### src/rtl/lii_out_arbiter_if.sv
// rtl/lii_out_arbiter_if.sv - LII requester/phy handshake bundle for lii_out_arbiter
interface lii_out_arbiter_if #(
    parameter int NREQ = 4,
    parameter int PW   = 64
);
    logic [NREQ*PW-1:0] req_tdata;
    logic [NREQ-1:0]    req_tvalid;
    logic [NREQ-1:0]    req_tready;
    logic [NREQ*8-1:0]  req_src;
    logic [NREQ*8-1:0]  req_dst;
    logic [PW-1:0]      out_tdata;
    logic               out_tvalid;
    logic               out_tready;
    logic [7:0]         out_src;
    logic [7:0]         out_dst;

    // requester/phy side
    modport master (
        output req_tdata, req_tvalid, req_src, req_dst, out_tready,
        input  req_tready, out_tdata, out_tvalid, out_src, out_dst
    );

    // arbiter side
    modport slave (
        input  req_tdata, req_tvalid, req_src, req_dst, out_tready,
        output req_tready, out_tdata, out_tvalid, out_src, out_dst
    );
endinterface

### src/rtl/lii_out_arbiter.sv
// rtl/lii_out_arbiter.sv - burst-locked round-robin LII output arbiter (optional LII_OUT_ARBITER_STATS_EN)
module lii_out_arbiter #(
    parameter int NREQ      = 4,
    parameter int PW        = 64,
    parameter int MAX_BURST = 16
) (
    input  logic                    aclk,
    input  logic                    arstn,
    lii_out_arbiter_if.slave        bus,
    output logic [$clog2(NREQ)-1:0] grant_id,
    output logic                    busy
`ifdef LII_OUT_ARBITER_STATS_EN
    ,
    output logic [NREQ*32-1:0]      stat_beats
`endif
);
    localparam int GW = $clog2(NREQ);
    localparam int CW = $clog2(MAX_BURST + 1);

    typedef enum logic {ST_IDLE, ST_GRANT} state_t;

    state_t         state_q, state_d;
    logic [GW-1:0]  rr_ptr_q, rr_ptr_d;
    logic [GW-1:0]  grant_q, grant_d;
    logic [CW-1:0]  cnt_q, cnt_d;
    logic [7:0]     tag_src_q, tag_src_d;
    logic [7:0]     tag_dst_q, tag_dst_d;
    logic [PW-1:0]  odata_q, odata_d;
    logic [7:0]     osrc_q, osrc_d;
    logic [7:0]     odst_q, odst_d;
    logic           ovalid_q, ovalid_d;

    logic [GW-1:0]  idx;
    logic [GW-1:0]  pick;
    logic           pick_any;
    logic [PW-1:0]  g_data;
    logic [7:0]     g_src, g_dst;
    logic           g_valid;
    logic           ld, tag_match, accept;
    logic [NREQ-1:0] tready;

    // first valid requester at or after the round-robin pointer
    always_comb begin
        idx      = '0;
        pick     = '0;
        pick_any = 1'b0;
        for (int k = 0; k < NREQ; k++) begin
            idx = GW'((int'(rr_ptr_q) + k) % NREQ);
            if (!pick_any && bus.req_tvalid[idx]) begin
                pick_any = 1'b1;
                pick     = idx;
            end
        end
    end

    // granted requester's beat, the tag check and the per-requester ready
    always_comb begin
        g_data    = bus.req_tdata[grant_q*PW +: PW];
        g_src     = bus.req_src[grant_q*8 +: 8];
        g_dst     = bus.req_dst[grant_q*8 +: 8];
        g_valid   = bus.req_tvalid[grant_q];
        ld        = ~ovalid_q | bus.out_tready;
        tag_match = (g_src == tag_src_q) && (g_dst == tag_dst_q);
        accept    = (state_q == ST_GRANT) && ld && tag_match && g_valid;
        tready    = '0;
        if (state_q == ST_GRANT) begin
            tready[grant_q] = ld & tag_match;
        end
    end

    // arbitration FSM next state and output-stage next value
    always_comb begin
        state_d   = state_q;
        rr_ptr_d  = rr_ptr_q;
        grant_d   = grant_q;
        cnt_d     = cnt_q;
        tag_src_d = tag_src_q;
        tag_dst_d = tag_dst_q;
        ovalid_d  = ovalid_q;
        odata_d   = odata_q;
        osrc_d    = osrc_q;
        odst_d    = odst_q;
        case (state_q)
            ST_IDLE: begin
                if (pick_any) begin
                    state_d   = ST_GRANT;
                    grant_d   = pick;
                    tag_src_d = bus.req_src[pick*8 +: 8];
                    tag_dst_d = bus.req_dst[pick*8 +: 8];
                    cnt_d     = '0;
                end
            end
            ST_GRANT: begin
                // a stalled phy freezes the grant; release rules only apply when ld is high
                if (ld) begin
                    if (accept && cnt_q != CW'(MAX_BURST - 1)) begin
                        cnt_d = cnt_q + 1'b1;
                    end else begin
                        if (accept) begin
                            cnt_d = cnt_q + 1'b1;
                        end
                        state_d  = ST_IDLE;
                        rr_ptr_d = (grant_q == GW'(NREQ - 1)) ? '0 : grant_q + 1'b1;
                    end
                end
            end
            default: state_d = ST_IDLE;
        endcase
        if (ld) begin
            ovalid_d = accept;
            if (accept) begin
                odata_d = g_data;
                osrc_d  = g_src;
                odst_d  = g_dst;
            end
        end
    end

    // state and output registers
    always_ff @(posedge aclk or negedge arstn) begin
        if (!arstn) begin
            state_q   <= ST_IDLE;
            rr_ptr_q  <= '0;
            grant_q   <= '0;
            cnt_q     <= '0;
            tag_src_q <= '0;
            tag_dst_q <= '0;
            ovalid_q  <= 1'b0;
            odata_q   <= '0;
            osrc_q    <= '0;
            odst_q    <= '0;
        end else begin
            state_q   <= state_d;
            rr_ptr_q  <= rr_ptr_d;
            grant_q   <= grant_d;
            cnt_q     <= cnt_d;
            tag_src_q <= tag_src_d;
            tag_dst_q <= tag_dst_d;
            ovalid_q  <= ovalid_d;
            odata_q   <= odata_d;
            osrc_q    <= osrc_d;
            odst_q    <= odst_d;
        end
    end

    assign bus.req_tready = tready;
    assign bus.out_tdata  = odata_q;
    assign bus.out_tvalid = ovalid_q;
    assign bus.out_src    = osrc_q;
    assign bus.out_dst    = odst_q;
    assign grant_id       = grant_q;
    assign busy           = (state_q == ST_GRANT);

`ifdef LII_OUT_ARBITER_STATS_EN
    logic [31:0] stat_q [NREQ];

    // per-requester accepted-beat counters, wrapping at 2^32
    always_ff @(posedge aclk or negedge arstn) begin
        if (!arstn) begin
            for (int i = 0; i < NREQ; i++) begin
                stat_q[i] <= '0;
            end
        end else if (accept) begin
            stat_q[grant_q] <= stat_q[grant_q] + 32'd1;
        end
    end

    // flatten counters onto the port
    always_comb begin
        stat_beats = '0;
        for (int i = 0; i < NREQ; i++) begin
            stat_beats[i*32 +: 32] = stat_q[i];
        end
    end
`endif
endmodule

### src/flat_wrapper.sv
// flat-port wrapper written by rule: the top's interface ports become plain ports
module lii_out_arbiter_flat 
#(
    parameter int NREQ      = 4,
    parameter int PW        = 64,
    parameter int MAX_BURST = 16
)
  (aclk, arstn, grant_id, busy, bus_req_tdata, bus_req_tvalid, bus_req_src, bus_req_dst, bus_out_tready, bus_req_tready, bus_out_tdata, bus_out_tvalid, bus_out_src, bus_out_dst);
  lii_out_arbiter_if #(.NREQ(NREQ), .PW(PW)) bus_i ();
  input  logic aclk;
  input  logic arstn;
  output logic [$clog2(NREQ)-1:0] grant_id;
  output logic busy;
  input wire logic [$bits(bus_i.req_tdata)-1:0] bus_req_tdata;
  input wire logic [$bits(bus_i.req_tvalid)-1:0] bus_req_tvalid;
  input wire logic [$bits(bus_i.req_src)-1:0] bus_req_src;
  input wire logic [$bits(bus_i.req_dst)-1:0] bus_req_dst;
  input wire logic [$bits(bus_i.out_tready)-1:0] bus_out_tready;
  output wire logic [$bits(bus_i.req_tready)-1:0] bus_req_tready;
  output wire logic [$bits(bus_i.out_tdata)-1:0] bus_out_tdata;
  output wire logic [$bits(bus_i.out_tvalid)-1:0] bus_out_tvalid;
  output wire logic [$bits(bus_i.out_src)-1:0] bus_out_src;
  output wire logic [$bits(bus_i.out_dst)-1:0] bus_out_dst;
  assign bus_i.req_tdata = bus_req_tdata;
  assign bus_i.req_tvalid = bus_req_tvalid;
  assign bus_i.req_src = bus_req_src;
  assign bus_i.req_dst = bus_req_dst;
  assign bus_i.out_tready = bus_out_tready;
  assign bus_req_tready = bus_i.req_tready;
  assign bus_out_tdata = bus_i.out_tdata;
  assign bus_out_tvalid = bus_i.out_tvalid;
  assign bus_out_src = bus_i.out_src;
  assign bus_out_dst = bus_i.out_dst;
  lii_out_arbiter #(.NREQ(NREQ), .PW(PW), .MAX_BURST(MAX_BURST)) u_core (.aclk(aclk), .arstn(arstn), .bus(bus_i), .grant_id(grant_id), .busy(busy));
endmodule
### config.mk
export PLATFORM = sky130hd
export DESIGN_NAME = lii_out_arbiter_flat
export DESIGN_NICKNAME = d
export VERILOG_FILES = /design/src/rtl/lii_out_arbiter_if.sv /design/src/rtl/lii_out_arbiter.sv /design/src/flat_wrapper.sv
export SDC_FILE = /design/constraint.sdc
export NUM_CORES = 1
export LEC_CHECK = 0
export ABC_AREA = 1
export BUFFER_PORTS_ARGS = -buffer_cell sky130_fd_sc_hd__buf_2
export CAP_MARGIN = 25
export CORE_AREA = 5 5 158 160
export CTS_CLUSTER_DIAMETER = 60
export DETAILED_ROUTE_END_ITERATION = 8
export DIE_AREA = 0 0 163 165
export PLACE_DENSITY = 0.76
export SLEW_MARGIN = 20
export SYNTH_ARGS = -nofsm -noshare
export SYNTH_HDL_FRONTEND = slang
export SYNTH_SLANG_ARGS = --single-unit
### constraint.sdc
create_clock -name aclk -period 3.6 [get_ports aclk]
set_clock_uncertainty 0.1 [all_clocks]
set_input_delay 0.36 -clock aclk [delete_from_list [all_inputs] [get_ports aclk]]
set_output_delay 0.36 -clock aclk [all_outputs]
set_load 0.02 [all_outputs]
======== Word-level counts from Yosys, hierarchy flattened ========
Cells that the tools add are included.
word-level totals
  register bits ........................... 107
  input bits .............................. 327
  output and inout port bits .............. 88
  word-level logic and storage cells ...... 86
cells by class
  add/sub/neg operators ................... 5
  $lt $le $gt $ge ......................... 6
  equal/unequal tests ..................... 7
  shifts and indexed selects .............. 5
  multiplexer cells ....................... 31
  bitwise logic cells ..................... 6
  reductions and logical operators ........ 16
operator list
  cell                                                               count
  variable part select 256 x 9 -> 64 bit                             1
  variable part select 32 x 6 -> 8 bit                               4
  two-way mux 5 bit                                                  4
  == test 8 bit                                                      2
  less-than comparator 2 x 3 -> 1 bit, second input constant         5
  two-way mux 1 bit                                                  13
  binary-select mux 1 bit (select 2 bit)                             5
  two-way mux 2 bit                                                  5
  one-hot mux 5 bit (2 select lines)                                 1
  logical AND 1 bit                                                  9
  AND reduction 3 bit                                                2
  adder 5 x 1 -> 5 bit, second input constant                        1
  inequality test 5 x 4 -> 1 bit, second input constant              1
  adder 2 x 1 -> 2 bit, second input constant                        2
  adder 2 bit, second input constant                                 2
  bitwise AND 4 bit                                                  1
  two-way mux 4 bit                                                  1
  AND reduction 2 bit                                                2
  zero test 1 bit                                                    3
  inequality test 3 bit, second input constant                       1
  inverter 1 bit                                                     3
  demux 1 bit (select 2 bit)                                         1
  == test 2 bit, second input constant                               1
  greater-or-equal comparator 2 x 1 -> 1 bit, second input constant  1
  5 further kinds                                                    5

======== Logic depth before layout (Yosys ltp) ========
  depth in word-level cells ............... 14
  gate-level depth with buffers ........... 17
  depth with buffers taken out ............ 16

======== Worst setup path before layout ========
No wires, ideal clock.
  path type ............................... register to output
  start point ............................. reg u_core.grant_q[0] (netlist: u_core.grant_id[0])
  end point ............................... out bus_req_tready[0]
  arrival ................................. 2.230 ns
  data required time ...................... 3.140 ns
  path slack .............................. 0.910 ns
  cell stages (with the launch flop) ...... 10
  buffers on the path ..................... 2
  cells stage by stage .................... dfrtp_1 > buf_4 > clkbuf_1 > nand2_1 > nand3_1 > nand2_1 > xor2_1 > nand4_1 > or2_2 > nor3b_1
between the ends
  word-level cells in the longest chain between the ends .. 6
  elaborated cells between the ends (all ways) .. 13
  those cells by class .................... order compare: 2; eq/ne: 2; shift: 2; mux: 3; bitwise: 2; reduce/logical: 2
RTL lines
  what                                                                    line                                          RTL
  start, declared                                                         lii_out_arbiter.sv:24                         logic [GW-1:0] grant_q, grant_d;
  start signal, assigned                                                  lii_out_arbiter.sv:135                        grant_q <= grant_d;
  variable part select 32 x 6 -> 8 bit (tied with other cells)            lii_out_arbiter.sv:59                         g_src = bus.req_src[grant_q*8 +: 8];
  == test 8 bit / logical AND 1 bit (equally long branches)               lii_out_arbiter.sv:63, lii_out_arbiter.sv:67
  logical AND 1 bit / two-way mux 1 bit (equally long branches)           lii_out_arbiter.sv:63, lii_out_arbiter.sv:67
  bitwise AND 1 bit / demux 1 bit (select 2 bit) (equally long branches)  n/a
  bitwise AND 4 bit (no line) (*)                                         n/a
  two-way mux 4 bit (*)                                                   lii_out_arbiter.sv:66                         if (state_q == ST_GRANT) begin
  end, declared                                                           flat_wrapper.sv:19                            output wire logic [$bits(bus_i.req_tready)-1:0] bus_req_tready;
Mark *: on every way between the ends. The rest lies on a longest branch, timed or not.

======== Final worst setup path ========
  start point ............................. reg u_core.grant_q[1] (netlist: u_core.grant_id[1])
  end point ............................... out bus_req_tready[0]
The elaborated chain is that of the path after synthesis.

==> results.yml <==
status:
  status: "complete, but fails checks"
  violations: "negative hold slack"
grt:
  grt_start_max_net_pins: 91
  track_usage_pct: 22.6
  antenna_found_initial: 4
  grt_pass1_wl_um: 49100
  grt-ovfl-total: 0
  grt_pass1_vias: 9338
drt:
  routedWlPerCell_um: 16.7
  drt_iter0_markers: 958
  avgViaCountPerCell: 5.12
  antenna_left: 0
  drcViolationCount: 0
  totalWireLength_um: 32200
  dr.pass1.iters: 6
  routed-via-count: 9869
cts:
  cts_resized: 0
  path_clk_slew_ps: 70
  root_buffer: "clkbuf_16"
  cts_hold_buffers: 0
  cts_tree: "done"
  cts_sinks: 107
  cts-buffers-inserted: 9
  worstSkewPairLatency_ps: 350
  cts_buffer_depth: 2
  h-tree-depth: 3
  cts_setup_buffers: 0
die:
  start_util_pct: 34.6
  boundaryPins: 415
  core_mm2: 0.0233
  dieArea_mm2: 0.0269
  row_count: 56
  die_y_um: 165
  die_x_um: 163
cells_and_area:
  drive_gt1_share_pct: 32.5
  synthToLayoutAreaGrowth_pct: 31.5
  seq_area_mm2: 0.00268
  final_nets: 1933
  multi_input_area_mm2: 0.00451
  fill_cells: 2436
setup_path:
  crit_path_top_delay_cell: "buf_4"
  cp_max_fo: 51
  path_cells: "buf_4 > nand3_1 > nand2_1 > xor2_1 > nand4_1 > nor2_1 > nand2_1 > nor3b_1 > buf_2"
  end_kind: "output port"
  cpMostUsedCell: "nand2_1"
  start_kind: "flop"
  slowest_delay_ps: 460
  worstPathRequired_ps: 3140
  critPathKind: "reg -> out"
  cp.arrival_ps: 2690
pwr:
  p_per_area_mw_per_mm2: 691
  power.leakage_uw: 0.00571
  vdd_drop_max_uv: 424
yosys:
  synthTopCellsByArea: "dfrtp_1 (33%), nand2_1 (13%), nor2_1 (11%)"
  yosysTopAreaCell: "dfrtp_1"
  ys_types: 32
  synth_top_area_share_pct: 33.3
  yosysWarnings: 0
  syn_nets: 1572
  avgSynthCellArea_um2: 6.50
  synth_area_mm2: 0.00805
  synthesis.instances: 1239
  ys_seq_area_share_pct: 33.3
  synth_seq_cells: 107
placement:
  pre_cts_ws_ps: 598
  place_hpwl_um: 25000
  gp_congestion: 0.889
  port_buffers: 414
timing:
  slew_viol_final: 0
  period_share_pct: 87.4
  max_freq_mhz: 318
  period_minus_slack_ps: 3150
  setup_slack_ps: 455
  setup_tns_ps: 0
  rsz0062_at_grt: "false"
  slew-limit-headroom_pct: 41.1
  tightestPinTransition_ps: 880
  final_hold_viol_count: 1
  whs_ps: -0.0835
  setup_viol: 0
flow_run:
  drv_cap: 0
min_path:
  worstHoldPathType: "in -> async"
through the flow:
step	power [µW]	cell area [µm²]	instances	utilization, %
2_1_floorplan	5010	8050	1239	-
4_1_cts	7290	10600	1921	45.4
5_1_grt	8020	10600	1924	45.4
3_5_place_dp	6270	10300	1908	44.2
6_report	7310	10600	1928	45.5
3_3_place_gp	6170	10300	1908	44.2
metal layers:
layer,vias up,share of wire (%),global-route usage [%]
met3,48,8.9,4.24
li1,4767,-,-
met5,-,0,0
met1,4502,40,29.7
met4,0,2.3,7.01
met2,552,49,37.9
worst max-delay path: cells and delay by family, from the launching register on:
family | cells | cell delay, ps
buffers and inverters | 2 | 670
xor gates and xnor gates | 1 | 260
DFF | 1 | 360
and+or+nand+nor | 6 | 980
report_power, final:
part	internal [µW]	switching, µW	leakage [µW]
logic	1510	3320	0.00448
clock network	531	448	0.000130
registers	1360	145	0.00111
total	3400	3910	0.00571
worst paths after layout:
| path | start | endpoint | slack (ps) | cells past startpoint |
|---|---|---|---|---|
| max reg2reg | u_core.rr_ptr_q[0] | u_core.tag_dst_q[6] | 510 | 10 |
| max | u_core.grant_id[1] | bus_req_tready[0] | 450 | 9 |
| min | arstn | u_core.bus.out_tdata[15] | -0.08 | 1 |
| min reg2reg | u_core.tag_src_q[0] | u_core.tag_src_q[0] | 400 | 2 |
| min in group aclk | bus_out_tready | u_core.bus.out_tvalid | 130 | 2 |
| max in group asynchronous | arstn | u_core.bus.out_tdata[48] | 2650 | 2 |
final cells by class:
class | instances | area share [%]
inverters | 116 | 4.14
multi-input cells | 933 | 42.6
well taps | 319 | 3.77
flip-flops and latches | 107 | 25.4
clock inverters | 4 | 0.509
repair buffers | 433 | 21.3
diodes | 7 | 0.166
clock buffers | 9 | 2.13
registers in the layout, indices dropped and copies added (netlist names):
register and flops:
u_core.bus.out_tdata 64, u_core.bus.out_dst 8, u_core.bus.out_src 8, u_core.tag_dst_q 8
u_core.tag_src_q 8, u_core.cnt_q 5, u_core.grant_id 2, u_core.rr_ptr_q 2
u_core.bus.out_tvalid 1, u_core.busy 1
synthesized netlist by cell type (all sizes together):
master and number:
a21oi 85, nand3b 6, xor2 4, buf 35, o211ai 3, nand2 280
xnor2 1, nand3 70, nor2 235, or2 3, o22ai 64, o21ai 147
nand4 11, ha 6, dfrtp 107, clkbuf 48, a31oi 13, nor3b 5
inv 116
placed cells by master, fill, tap and decap left out, drive strengths merged:
cell	count
a21oi	85
a31oi	13
buf	433
bufinv	1
clkbuf	9
clkinvlp	2
dfrtp	107
diode	7
ha	6
inv	117
nand2	280
nand3	70
nand3b	6
nand4	11
nor2	235
nor3b	5
o211ai	3
o21ai	147
o22ai	64
or2	3
xnor2	1
xor2	4
cells by family (layout without fill, tap and decap cells):
family,count (synthesis),after routing,synth area share (%)
AOI/OAI and AO/OA,312,312,23.5
xor gates and xnor gates,5,5,0.544
adders and majority gates,6,6,0.933
buffers and inverters,199,562,10.8
DFF,107,107,33.3
other,0,7,0
and+or+nand+nor,610,610,31.0
(Power assumes the default switching activity.)
